[config.mk]
export PLATFORM = sky130hd
export DESIGN_NAME = root_batch_runner
export DESIGN_NICKNAME = d
export VERILOG_FILES = /design/src/rtl/root_pkg.sv /design/src/rtl/root_vec_ram.sv /design/src/rtl/root_batch_runner.sv
export SDC_FILE = /design/constraint.sdc
export NUM_CORES = 1
export LEC_CHECK = 0
export BUFFER_PORTS_ARGS = -buffer_cell sky130_fd_sc_hd__buf_4
export CAP_MARGIN = 20
export CORE_ASPECT_RATIO = 0.9
export CORE_MARGIN = 4
export CORE_UTILIZATION = 45
export CTS_BUF_LIST = sky130_fd_sc_hd__clkbuf_2
export CTS_CLUSTER_DIAMETER = 80
export DETAILED_ROUTE_END_ITERATION = 10
export PLACE_DENSITY = 0.67
export SYNTH_ARGS = -nofsm -noshare
export SYNTH_HDL_FRONTEND = slang
export SYNTH_SLANG_ARGS = --single-unit
[constraint.sdc]
create_clock -name CLK -period 8.85 [get_ports CLK]
set_input_delay 1.3275 -clock CLK [delete_from_list [all_inputs] [get_ports CLK]]
set_output_delay 1.3275 -clock CLK [all_outputs]
set_load 0.05 [all_outputs]
[src/rtl/root_pkg.sv]
// Shared types and width helpers for the batch runner.
package root_pkg;

    typedef enum logic [2:0] {
        S_IDLE,
        S_LAUNCH,
        S_WAIT,
        S_STORE,
        S_DONE
    } state_t;

    // Address width of a DEPTH-entry table; never narrower than one bit.
    function automatic int addr_w(input int depth);
        return (depth > 1) ? $clog2(depth) : 1;
    endfunction

    // Width able to hold any count from 0 to depth inclusive.
    function automatic int cnt_w(input int depth);
        return $clog2(depth + 1);
    endfunction

endpackage

[src/rtl/root_vec_ram.sv]
// Register-file table: one synchronous write port, one asynchronous read port.
module root_vec_ram #(
    parameter int W     = 16,
    parameter int DEPTH = 8,
    parameter int AW    = 3
) (
    input  logic          clk,
    input  logic          we,
    input  logic [AW-1:0] waddr,
    input  logic [W-1:0]  wdata,
    input  logic [AW-1:0] raddr,
    output logic [W-1:0]  rdata
);

    logic [W-1:0] mem [DEPTH];

    always_ff @(posedge clk) begin
        if (we) begin
            mem[waddr] <= wdata;
        end
    end

    assign rdata = mem[raddr];

endmodule

[src/rtl/root_batch_runner.sv]
// Runs up to DEPTH stored argument vectors through an external function, storing each result.
// Latency per vector: LAUNCH + WAIT (until F_RD) + STORE; RD pulses one cycle after the last STORE.
// Backpressure: waits on F_RD indefinitely, or TIMEOUT cycles when ROOT_BATCH_TIMEOUT_EN is defined.
module root_batch_runner
    import root_pkg::*;
#(
    parameter int WIDTH   = 16,
    parameter int NARGS   = 5,
    parameter int DEPTH   = 8,
    parameter int TIMEOUT = 100000,
    localparam int AW     = addr_w(DEPTH),
    localparam int CW     = cnt_w(DEPTH)
) (
    input  logic                   CLK,
    input  logic                   RST,
    input  logic                   ST,
    input  logic [CW-1:0]          CNT,
    input  logic                   LD_WE,
    input  logic [AW-1:0]          LD_ADDR,
    input  logic [NARGS*WIDTH-1:0] LD_DATA,
    output logic                   F_ST,
    output logic [NARGS*WIDTH-1:0] F_IN,
    input  logic                   F_RD,
    input  logic [WIDTH-1:0]       F_RES,
    input  logic [AW-1:0]          RES_ADDR,
    output logic [WIDTH-1:0]       RES,
    output logic                   RD,
    output logic                   BUSY,
    output logic                   TOUT
);

`ifdef ROOT_BATCH_TIMEOUT_EN
    localparam bit TO_EN = 1'b1;
`else
    localparam bit TO_EN = 1'b0;
`endif
    localparam int TW = cnt_w(TIMEOUT);

    state_t                   state;
    state_t                   state_nxt;
    logic [AW-1:0]            idx;
    logic [CW-1:0]            cnt_q;
    logic [CW-1:0]            cnt_clamp;
    logic                     last;
    logic                     accept;
    logic [NARGS*WIDTH-1:0]   vec_rd;
    logic                     vec_we;
    logic                     res_we;
    logic [WIDTH-1:0]         res_wdata;
    logic [TW-1:0]            tcnt;
    logic                     tout_q;
    logic                     to_hit;
    logic                     expire;

    assign cnt_clamp = (CNT > CW'(DEPTH)) ? CW'(DEPTH) : CNT;
    assign last      = (CW'(idx) == cnt_q - CW'(1));
    assign accept    = (state == S_IDLE) && ST;
    assign expire    = TO_EN && (state == S_WAIT) && !F_RD && (tcnt == TW'(TIMEOUT - 1));

    always_ff @(posedge CLK) begin
        if (RST) begin
            state <= S_IDLE;
            idx   <= '0;
            cnt_q <= '0;
        end else begin
            state <= state_nxt;
            if (accept) begin
                cnt_q <= cnt_clamp;
                idx   <= '0;
            end else if ((state == S_STORE) && !last) begin
                idx <= idx + AW'(1);
            end
        end
    end

    // Timeout machinery is always described; TO_EN keeps it inert in the default build.
    always_ff @(posedge CLK) begin
        if (RST) begin
            tcnt   <= '0;
            tout_q <= 1'b0;
            to_hit <= 1'b0;
        end else begin
            tcnt <= (state == S_WAIT) ? tcnt + TW'(1) : '0;
            if (accept) begin
                tout_q <= 1'b0;
            end else if (expire) begin
                tout_q <= 1'b1;
            end
            if (expire) begin
                to_hit <= 1'b1;
            end else if (state == S_STORE) begin
                to_hit <= 1'b0;
            end
        end
    end

    always_comb begin
        state_nxt = state;
        F_ST      = 1'b0;
        RD        = 1'b0;
        BUSY      = 1'b1;
        F_IN      = '0;
        case (state)
            S_IDLE: begin
                BUSY = 1'b0;
                if (ST) begin
                    state_nxt = (cnt_clamp != '0) ? S_LAUNCH : S_DONE;
                end
            end
            S_LAUNCH: begin
                F_ST      = 1'b1;
                F_IN      = vec_rd;
                state_nxt = S_WAIT;
            end
            S_WAIT: begin
                F_IN = vec_rd;
                if (F_RD || expire) begin
                    state_nxt = S_STORE;
                end
            end
            S_STORE: begin
                F_IN      = vec_rd;
                state_nxt = last ? S_DONE : S_LAUNCH;
            end
            S_DONE: begin
                RD        = 1'b1;
                state_nxt = S_IDLE;
            end
            default: state_nxt = S_IDLE;
        endcase
    end

    assign vec_we    = LD_WE && (state == S_IDLE);
    assign res_we    = (state == S_STORE) && !RST;
    assign res_wdata = to_hit ? '1 : F_RES;
    assign TOUT      = TO_EN ? tout_q : 1'b0;

    root_vec_ram #(
        .W     (NARGS * WIDTH),
        .DEPTH (DEPTH),
        .AW    (AW)
    ) u_vec_tbl (
        .clk   (CLK),
        .we    (vec_we),
        .waddr (LD_ADDR),
        .wdata (LD_DATA),
        .raddr (idx),
        .rdata (vec_rd)
    );

    root_vec_ram #(
        .W     (WIDTH),
        .DEPTH (DEPTH),
        .AW    (AW)
    ) u_res_tbl (
        .clk   (CLK),
        .we    (res_we),
        .waddr (idx),
        .wdata (res_wdata),
        .raddr (RES_ADDR),
        .rdata (RES)
    );

endmodule

# == Word-level counts from Yosys, hierarchy flattened ==
# Memory sizes are Yosys's and may differ from the RTL's. A register that Yosys moved wholly into a read port is not among the register bits.
# Index checks and enable logic that the tools add are counted.
# word_totals
regBits,10
input_bits,111
ram_bits,768
mem_count,2
out_inout_bits,100
elab_cells,42
# memory_table
name,words,word_bits,rd,rd_ports_with_merged_regs,write_ports,line_no,text
u_vec_tbl.mem,8,80,1,1,1,root_vec_ram.sv:15,logic [W-1:0] mem [DEPTH];
u_res_tbl.mem,8,16,1,0,1,root_vec_ram.sv:15,
# op_classes
eq_ne,7
mux,16
order_cmp,1
add_sub_neg,2
n_reduce_logical,11
# op_table
cell,count
2-to-1 mux 80 bit,1
2-to-1 mux 3 bit,6
case mux 3 bit (4 select lines),1
2-to-1 mux 1 bit,7
"equality test 3 x 2 -> 1 bit, second input constant",2
equality test 3 x 4 -> 1 bit,1
"greater-than comparator 4 bit, second input constant",1
logical AND 1 bit,4
2-to-1 mux 4 bit,1
"inequality test 2 bit, second input constant",2
nonzero test 4 bit,1
"subtractor 4 x 1 -> 4 bit, second input constant",1
"adder 3 x 1 -> 3 bit, second input constant",1
"equality test 3 x 1 -> 1 bit, second input constant",1
"equality test 3 bit, second input constant",1
zero test 3 bit,1
OR reduction 3 bit,1
zero test 1 bit,2
AND reduction 2 bit,1
OR reduction 2 bit,1

# == Depth between registers and ports, before layout ==
# Gate-level depths: netlist (run 1).
# logic_depth
ltp_word,6
mapped_depth,6

# == By module ==
# Synthesis (run 1) repeated with hierarchy kept, for this count alone.
# hier_totals
hier_cells,1303
hier_area_um2,30235.2
# modules_own_cells
mod,cells_per_inst,area_each_um2,instances,seq_area_each_um2
root_vec_ram (u_vec_tbl),938,24053.1,1,19218.4
root_vec_ram (u_res_tbl),198,4973.5,1,3843.7
root_batch_runner,167,1208.7,1,200.2

# == Least setup slack after synthesis (run 1) ==
# Ideal clock, no wire load.
# synth_path
path_type,input to register
from,input LD_ADDR[0]
to,memory u_vec_tbl.mem[0][0] in the netlist's numbering (enable)
slack_ps,1262
t_arrival_ps,6971
stages,2
path_buffers,0
path_cell_list,nand3b_1 > nor3_1
# synth_rtl
item,line_no,text
from (decl),root_batch_runner.sv:19,"input logic [AW-1:0] LD_ADDR,"
to (decl),root_vec_ram.sv:15,
# No word-level cell before the write port.

==> results of run 1 <==
synth_stat cells (3+ instances only):
cell type / instances / share of area [%]
edfxtp_1: 768 / 77
mux4_2: 192 / 14
nor2_1: 96 / 1.2
mux2i_1: 84 / 2.8
buf_2: 29 / 0.49
mux2_2: 17 / 0.64
clkbuf_1: 16 / 0.20
buf_6: 15 / 0.57
dfxtp_1: 13 / 0.87
nand2_1: 13 / 0.16
nor3_1: 9 / 0.15
buf_1: 8 / 0.10
nand3b_1: 5 / 0.13
a21oi_1: 4 / 0.067
inv_1: 4 / 0.050
nand2b_1: 4 / 0.084
or3_1: 3 / 0.063
xnor2_1: 3 / 0.088
flip-flops by register name, indices dropped and copies added (netlist names), named ones only:
name,count
state,3
u_vec_tbl.mem,640
u_res_tbl.mem,128
cnt_q,4
idx,3
cell type report:
| cell class | count | area, µm² |
|---|---|---|
| fill | 5186 | 31080 |
| sequential | 781 | 23330 |
| multi-input combinational | 451 | 6222 |
| timing repair buffer | 279 | 2225 |
| clock buffer | 265 | 1326 |
| tap | 864 | 1081 |
| clock inverter | 63 | 402.9 |
| antenna | 7 | 17.52 |
| inverter | 4 | 15.01 |
report_power, final:
| group | leakage, nW | switching, mW | total [mW] | internal, mW |
|---|---|---|---|---|
| Sequential | 7.05 | 0.0313 | 4.17 | 4.14 |
| Combinational | 2.86 | 0.525 | 0.792 | 0.266 |
| Clock | 1.29 | 1.37 | 2.31 | 0.937 |
stage by stage:
stage	instance area (µm²)	std cells	setup slack, ns	hold WS, ns	util (%)
final	34620	2714	3.124	0.2651	52.70
after global placement	32410	2332	4.316	0.4657	49.32
after floorplan	29870	1305	1.262	0.4494	-
after CTS	34610	2707	2.725	0.0006902	52.67
after detailed placement	32410	2332	4.347	0.4649	49.32
after global routing	34620	2712	2.556	0.02707	52.69
logic make-up after synthesis:
group                    count (synthesis)  share of synthesized area (%)
AND/OR/NAND/NOR                        137                          1.990
buffers and inverters                   73                          1.429
AO/OA/AOI/OAI                           14                         0.3477
flip-flops                             781                          78.09
multiplexers                           293                          17.93
adder cells (fa/ha/maj)                  2                        0.08377
other                                    1                        0.01256
XOR/XNOR                                 4                         0.1173
cells in the final DEF (no fill, tap or decap), types with 2 or more instances in the layout:
master	count
a21oi_1	4
mux4_2	192
nor3b_1	2
clkinv_1	44
clkbuf_2	265
nor3_2	3
or3_1	3
inv_6	2
nand2b_1	4
mux2_2	17
nand2_1	13
nor3_4	2
edfxtp_1	768
xnor2_1	3
buf_4	231
clkinv_2	5
mux2i_1	84
bufinv_16	4
clkinv_4	5
nor3_1	5
dfxtp_4	3
dlygate4sd3_1	47
nor2_4	6
ha_1	2
nor2_1	84
nand3b_1	5
dfxtp_1	10
diode_2	7
nor2_2	6
inv_1	4
worst paths after layout:
check                   from             endpoint  slack [ns]  cells after the start
hold reg to reg     cnt_q[3]             cnt_q[3]        0.50                      2
setup / recovery        flop             F_IN[67]        3.12                      5
setup reg to reg    state[1]  u_vec_tbl.mem[5][7]        5.51                      5
hold / removal    LD_DATA[8]  u_vec_tbl.mem[7][8]        0.27                      1
per-layer routing:
layer / vias to the layer above / global-route usage, % / share of wire, %
li1: 6377 / - / -
met1: 7500 / 23.58 / 42
met2: 444 / 28.21 / 49
met3: 83 / 5.634 / 7.1
met4: 10 / 5.864 / 1.5
met5: - / 0 / 0.11
==> metrics.txt, run 1 <==
Tcrit/Tclk final 64.70%; Max VDD drop 0.1585 mV; critical path arrival 4.40 ns; largest net degree at the start of global routing 103; Post-CTS Hold Buffers 47; Pre-Repair DR Iteration Count 5; final hold violations 0; setup violators final 0; count of different cell masters after synthesis 38; DRC 0; fmax 174.7 MHz; CTS tree done; CTS Buf Count 187; Post-Syn Area 29870 µm²; Detailed Place HPWL 33170 µm; PortBufs 209; WL per Instance 22.82 µm; relative slew slack 28.72%; antenna violations before repair 10; Setup crit end kind output pin; total wire length 61940 µm; Syn Inst Count 1305; RD Place Congestion 0.7293; most used cell, CP buf_4; die span in x 279.6 µm; Net count, final 1817; Die Y 252.4 µm; syn_nets 1418; Startpoint Class flop; total negative slack 0 ns; CTS Sinks 781; Site Rows 89; Final Power 7.274 mW; GR Overflow Total 0; Hold Crit Class input pin to flop; maxcap violations 0; Final Critical Period 5.726 ns; CP max FO 50; post-CTS repair timing setup buffer count 0; clock skew 0.1228 ns; H-tree levels 4; Slowest-stage cell, CP dfxtp_4; syn_area_per_cell 22.89 µm²; IO Count 211; Initial Utilization 45.46%; RSZ-0062 raised after global routing no; crit-path max cell delay 0.99 ns; Max clock buf depth 3; Crit Path Class flop to output pin; Clock Latency Late Sink 1.29 ns; vias in the first global route 15600; Syn-to-layout area delta 15.92%; Req. time, crit path 7.52 ns; core area 65700 µm²; outcome completed; Post-synth EDFFs 768; first-pass GRT wire length 93290 µm; CP Cell Sequence buf_4, mux4_2, mux2i_1, nor2_1, buf_4; power per cell area 210.1 nW/µm²; Via Count 14410; sequential area share after synthesis 78.09%; via density per instance 5.311; worst path bufs/invs 2; Post-synth top flop edfxtp_1; CTS resizes 0; Synth Warn # 0; Die Area 70560 µm²; clk slew on worst S/H paths 0.12 ns; ys async rst share 0%; Top delay family on crit path buffers and inverters; FF+latch count, synth 781; share of cells above drive strength 1 40.59%; Final ANT Viol Nets 0; GRT Total Usage 17.74%; DRT iter0 DRCs 991; Root Buffer clkbuf_2; Worst-Margin Slew 1.068 ns; Leakage Power 11.21 nW; Final Slew Violations 0
Note: power is estimated with default switching activity, not from simulation.
==> inputs of run 2 (changes only) <==
- PLACE_DENSITY: 0.67 -> 0.7
- clock period: 8.85 -> 4.7 ns (I/O delays scaled with it)
==> metrics.txt, run 2 (synthesis results as in run 1) <==
outcome completed; RSZ-0062 raised after global routing no; CTS Buf Count 183; Root Buffer clkbuf_2; first-pass GRT wire length 96900 µm; total negative slack 0 ns; Max clock buf depth 3; Final ANT Viol Nets 0; Detailed Place HPWL 33630 µm; DRT iter0 DRCs 1061; commonest cells after routing, fill and taps aside 768 x edfxtp_1, 269 x clkbuf_2, 227 x buf_4; PortBufs 209; Startpoint Class flop; Syn-to-layout area delta 20.98%; Top Registers u_vec_tbl.mem x640, u_res_tbl.mem x128, cnt_q x4; largest net degree at the start of global routing 81; Site Rows 89; H-tree levels 4; placed cell count 2340; Worst-Margin Slew 1.068 ns; via density per instance 5.255; Via Count 14980; Clock Latency Late Sink 1.31 ns; DRC 0; max FFs per register 640; Biggest register u_vec_tbl.mem; share of cells above drive strength 1 38.69%; GR Overflow Total 0; RD Place Congestion 0.7246; clk slew on worst S/H paths 0.10 ns; setup violators final 0; Die Area 70560 µm²; Pre-Repair DR Iteration Count 5; fmax 243.2 MHz; crit-path max cell delay 0.78 ns; Final Critical Period 4.112 ns; maxcap violations 0; critical path arrival 3.41 ns; Net count, final 1954; CTS resizes 0; total wire length 64410 µm; worst path bufs/invs 2; Die Y 252.4 µm; Top delay family on crit path flip-flops; Final Slew Violations 0; final non-filler cell total 2850; Initial Utilization 45.46%; IO Count 211; Tcrit/Tclk final 87.49%; most frequent standard cell in the layout excluding fill and tap cells edfxtp_1; CP max FO 62; relative slew slack 28.73%; GRT Total Usage 18.34%; Hold Crit Class input pin to flop; WL per Instance 22.60 µm; CTS tree done; vias in the first global route 16110; clock skew 0.09606 ns; Slowest-stage cell, CP dfxtp_4; die span in x 279.6 µm; final hold violations 0; Leakage Power 11.84 nW; Setup crit end kind output pin; antenna violations before repair 7; Crit Path Class flop to output pin; Req. time, crit path 3.99 ns; Max VDD drop 0.2603 mV; CP Cell Sequence buf_12, mux4_2, mux2i_1, nor2_1, buf_4; core area 65700 µm²; power per cell area 378.7 nW/µm²; CTS Sinks 781
==> run 2: changes by cell type in the layout (fill, tap and decap cells not counted), moves of 2 or more <==
cell / before / now
nor3_2: 3 / 1
diode_2: 7 / 9
buf_4: 231 / 227
clkinv_2: 5 / 2
nor3_4: 2 / 4
buf_12: 1 / 15
clkinv_1: 44 / 35
dlygate4sd3_1: 47 / 173
inv_8: 1 / 3
buf_8: 0 / 3
clkbuf_2: 265 / 269
inv_2: 1 / 4
bufinv_16: 4 / 1
clkinv_4: 5 / 3
==> run 2: stage by stage <==
step | hold WS (ns) | power [mW] | setup slack, ns | area [µm²] | util (%)
2_1_floorplan | 0.4494 | 8.957 | -0.1514 | 29880 | -
5_1_grt | 0.02796 | 14.35 | 0.2387 | 36130 | 54.99
6_report | 0.2147 | 13.68 | 0.5878 | 36130 | 55.00
4_1_cts | 0.0008070 | 13.86 | 0.1238 | 35990 | 54.77
3_3_place_gp | 0.4681 | 9.491 | 1.581 | 32630 | 49.66
3_5_place_dp | 0.4781 | 9.516 | 1.588 | 32630 | 49.66
==> run 2: final timing paths <==
check | start | slack, ns | cells after the start | end
worst max register to register | state[1] | 1.65 | 5 | u_vec_tbl.mem[1][51]
worst min register to register | cnt_q[3] | 0.51 | 2 | cnt_q[3]
worst max-delay path | flop | 0.59 | 5 | F_IN[3]
worst min-delay path | LD_DATA[50] | 0.21 | 2 | u_vec_tbl.mem[4][50]
==> run 2: cell type report <==
| type | count | area [µm²] |
|---|---|---|
| tap | 864 | 1081 |
| clock buffer | 269 | 1346 |
| fill | 5038 | 29570 |
| clock inverter | 52 | 280.3 |
| sequential | 781 | 23330 |
| inverter | 4 | 15.01 |
| multi-input combinational | 451 | 6235 |
| antenna | 9 | 22.52 |
| timing repair buffer | 420 | 3820 |
==> run 2: layer usage <==
| metal | up-vias | GRT usage (%) | share of wire [%] |
|---|---|---|---|
| li1 | 6644 | - | - |
| met1 | 7785 | 24.64 | 42 |
| met2 | 467 | 29.47 | 50 |
| met3 | 79 | 5.412 | 6.8 |
| met4 | 2 | 5.545 | 1.3 |
| met5 | - | 0 | 0.020 |
==> run 2: repair_timing <==
action                                  4_1_cts  5_1_grt
endpoints found under the setup margin        0        1
hold buffers                                173        0
setup buffers                                 0        1
hold endpoints to repair                    882        0
==> run 2: power breakdown <==
| group | total, mW | switching, mW | leakage [nW] | internal [mW] |
|---|---|---|---|---|
| sequential | 7.84 | 0.0514 | 7.05 | 7.79 |
| clock | 4.20 | 2.59 | 1.26 | 1.61 |
| combinational | 1.64 | 1.04 | 3.54 | 0.596 |
| total | 13.7 | 3.68 | 11.8 | 10.0 |
==> run 2: worst reg2reg max path, delay by kind of cell (launching register included) <==
family	cells	cell delay, ns
AND/OR/NAND/NOR	3	1.26
buffers and inverters	2	1.01
flip-flops	1	0.44
==> inputs of run 3 (changes only) <==
- CTS_CLUSTER_SIZE: not set -> 30
- HOLD_SLACK_MARGIN: not set -> 0.06
- REMOVE_ABC_BUFFERS: not set -> 1
==> metrics.txt, run 3 (synthesis results as in run 1) <==
Pre-Repair DR Iteration Count 4; Net count, final 1736; die span in x 279.6 µm; IO Count 211; RR Endpoint u_vec_tbl.mem[3][33]; Worst-Margin Slew 1.109 ns; setup violators final 0; Hold Crit Class input pin to flop; outcome completed; share of cells above drive strength 1 31.87%; RSZ-0062 raised after global routing no; Die Y 252.4 µm; GRT Total Usage 16.91%; commonest cells after routing, fill and taps aside 768 x edfxtp_1, 221 x buf_4, 192 x mux4_2; Via Count 13710; clk slew on worst S/H paths 0.48 ns; Biggest register u_vec_tbl.mem; Tcrit/Tclk final 90.93%; Final ANT Viol Nets 0; R2R setup slack 1.89 ns; fmax 234.0 MHz; total wire length 60080 µm; worst r2r src state[1]; Max VDD drop 0.3314 mV; Initial Utilization 45.46%; WL per Instance 23.90 µm; Startpoint Class flop; PortBufs 209; via density per instance 5.453; DRT iter0 DRCs 1036; Crit Path Class flop to output pin; core area 65700 µm²; GR Overflow Total 0; CTS tree done; Hold Crit Start LD_DATA[62]; final hold violations 0; final non-filler cell total 2514; CP max FO 64; critical path arrival 3.57 ns; Final Slew Violations 0; maxcap violations 0; worst hold endpoint u_vec_tbl.mem[7][62]; Setup crit end kind output pin; DRC 0; clock skew 0.1086 ns; Reg2Reg Depth 4; Hold Path Cell Cnt 2; post-CTS repair timing setup buffer count 0; RD Place Congestion 0.7217; Clock Latency Late Sink 1.15 ns; CTS Sinks 781; Top Registers u_vec_tbl.mem x640, u_res_tbl.mem x128, cnt_q x4; Post-Place Worst Slack 1.620 ns; largest net degree at the start of global routing 95; Die Area 70560 µm²; placed cell count 2331; Final Critical Period 4.274 ns; Site Rows 89; Root Buffer clkbuf_2; Syn-to-layout area delta 14.44%; Max clock buf depth 3; relative slew slack 26.00%; first-pass GRT wire length 90500 µm; Leakage Power 10.52 nW; Detailed Place HPWL 32740 µm; H-tree levels 2; vias in the first global route 14570; power per cell area 347.1 nW/µm²; Req. time, crit path 3.99 ns; antenna violations before repair 10; max FFs per register 640; most frequent standard cell in the layout excluding fill and tap cells edfxtp_1; CTS Buf Count 36; fin worst setup slack 0.4263 ns; fill cell count 5127
[run 3: cell count changes in the layout (fill, tap and decap cells not counted), moves of 3 or more]
| cell | before | now |
|---|---|---|
| clkinv_4 | 3 | 0 |
| clkinv_1 | 35 | 1 |
| diode_2 | 9 | 6 |
| buf_4 | 227 | 221 |
| buf_12 | 15 | 10 |
| dlygate4sd3_1 | 173 | 115 |
| inv_2 | 4 | 0 |
| clkbuf_2 | 269 | 42 |
[run 3: worst max-delay path by stage]
stage | slack (ns) | end | depth (start not counted) | startpoint
2_1_floorplan | -4.09 | F_IN[0] | 3 | flop
3_3_place_gp | 1.65 | F_IN[35] | 5 | flop
3_5_place_dp | 1.62 | F_IN[35] | 5 | flop
4_1_cts | 0.19 | F_IN[35] | 5 | flop
5_1_grt | 0.04 | F_IN[35] | 5 | flop
6_report | 0.43 | F_IN[35] | 5 | flop
[run 3: layout make-up]
type	count	area (µm²)	share of cell area [%]
multi-input cells	451	6222	18.20
diodes	6	15.01	0.04393
clock inverters	17	236.5	0.6918
inverters	4	15.01	0.04393
flip-flops and latches	781	23330	68.26
well taps	864	1081	3.163
clock buffers	42	210.2	0.6150
repair buffers	349	3068	8.975
[run 3: what timing repair did]
item,in CTS,in global routing
hold endpoints to repair,863,0
hold buffers,115,0
resized for setup,0,0
[run 3: through the flow]
step                      util [%]  total power, mW  setup TNS, ns  hold slack (ns)  instance area [µm²]
after CTS                    51.92            12.00              0          0.07686                34110
after detailed placement     49.48            9.503              0           0.4783                32510
after floorplan                  -            8.969        -730.72           0.4434                29460
final                        52.03            11.87              0           0.2331                34180
after global routing         52.02            12.35              0          0.07196                34180
after global placement       49.48            9.477              0           0.4669                32510
[run 3: report_power, final]
part	switching, mW	internal (mW)	total [mW]
sequential	0.0498	7.81	7.86
clock	2.01	0.441	2.45
combinational	1.01	0.547	1.56
[run 3: layer usage]
| layer | track usage, % | up-vias | wire (µm) |
|---|---|---|---|
| met5 | 0 | - | 34 |
| met4 | 3.258 | 6 | 891 |
| met3 | 2.854 | 63 | 3052 |
| met2 | 29.35 | 306 | 30870 |
| met1 | 23.04 | 7299 | 25230 |
| li1 | - | 6035 | - |
[run 3: worst max-delay path, cell delays in order, from the launching register on]
cell	delay, ns
dfxtp_4	0.76
buf_12	0.49
mux4_2	0.56
mux2i_1	0.18
nor2_1	0.12
buf_4	0.25
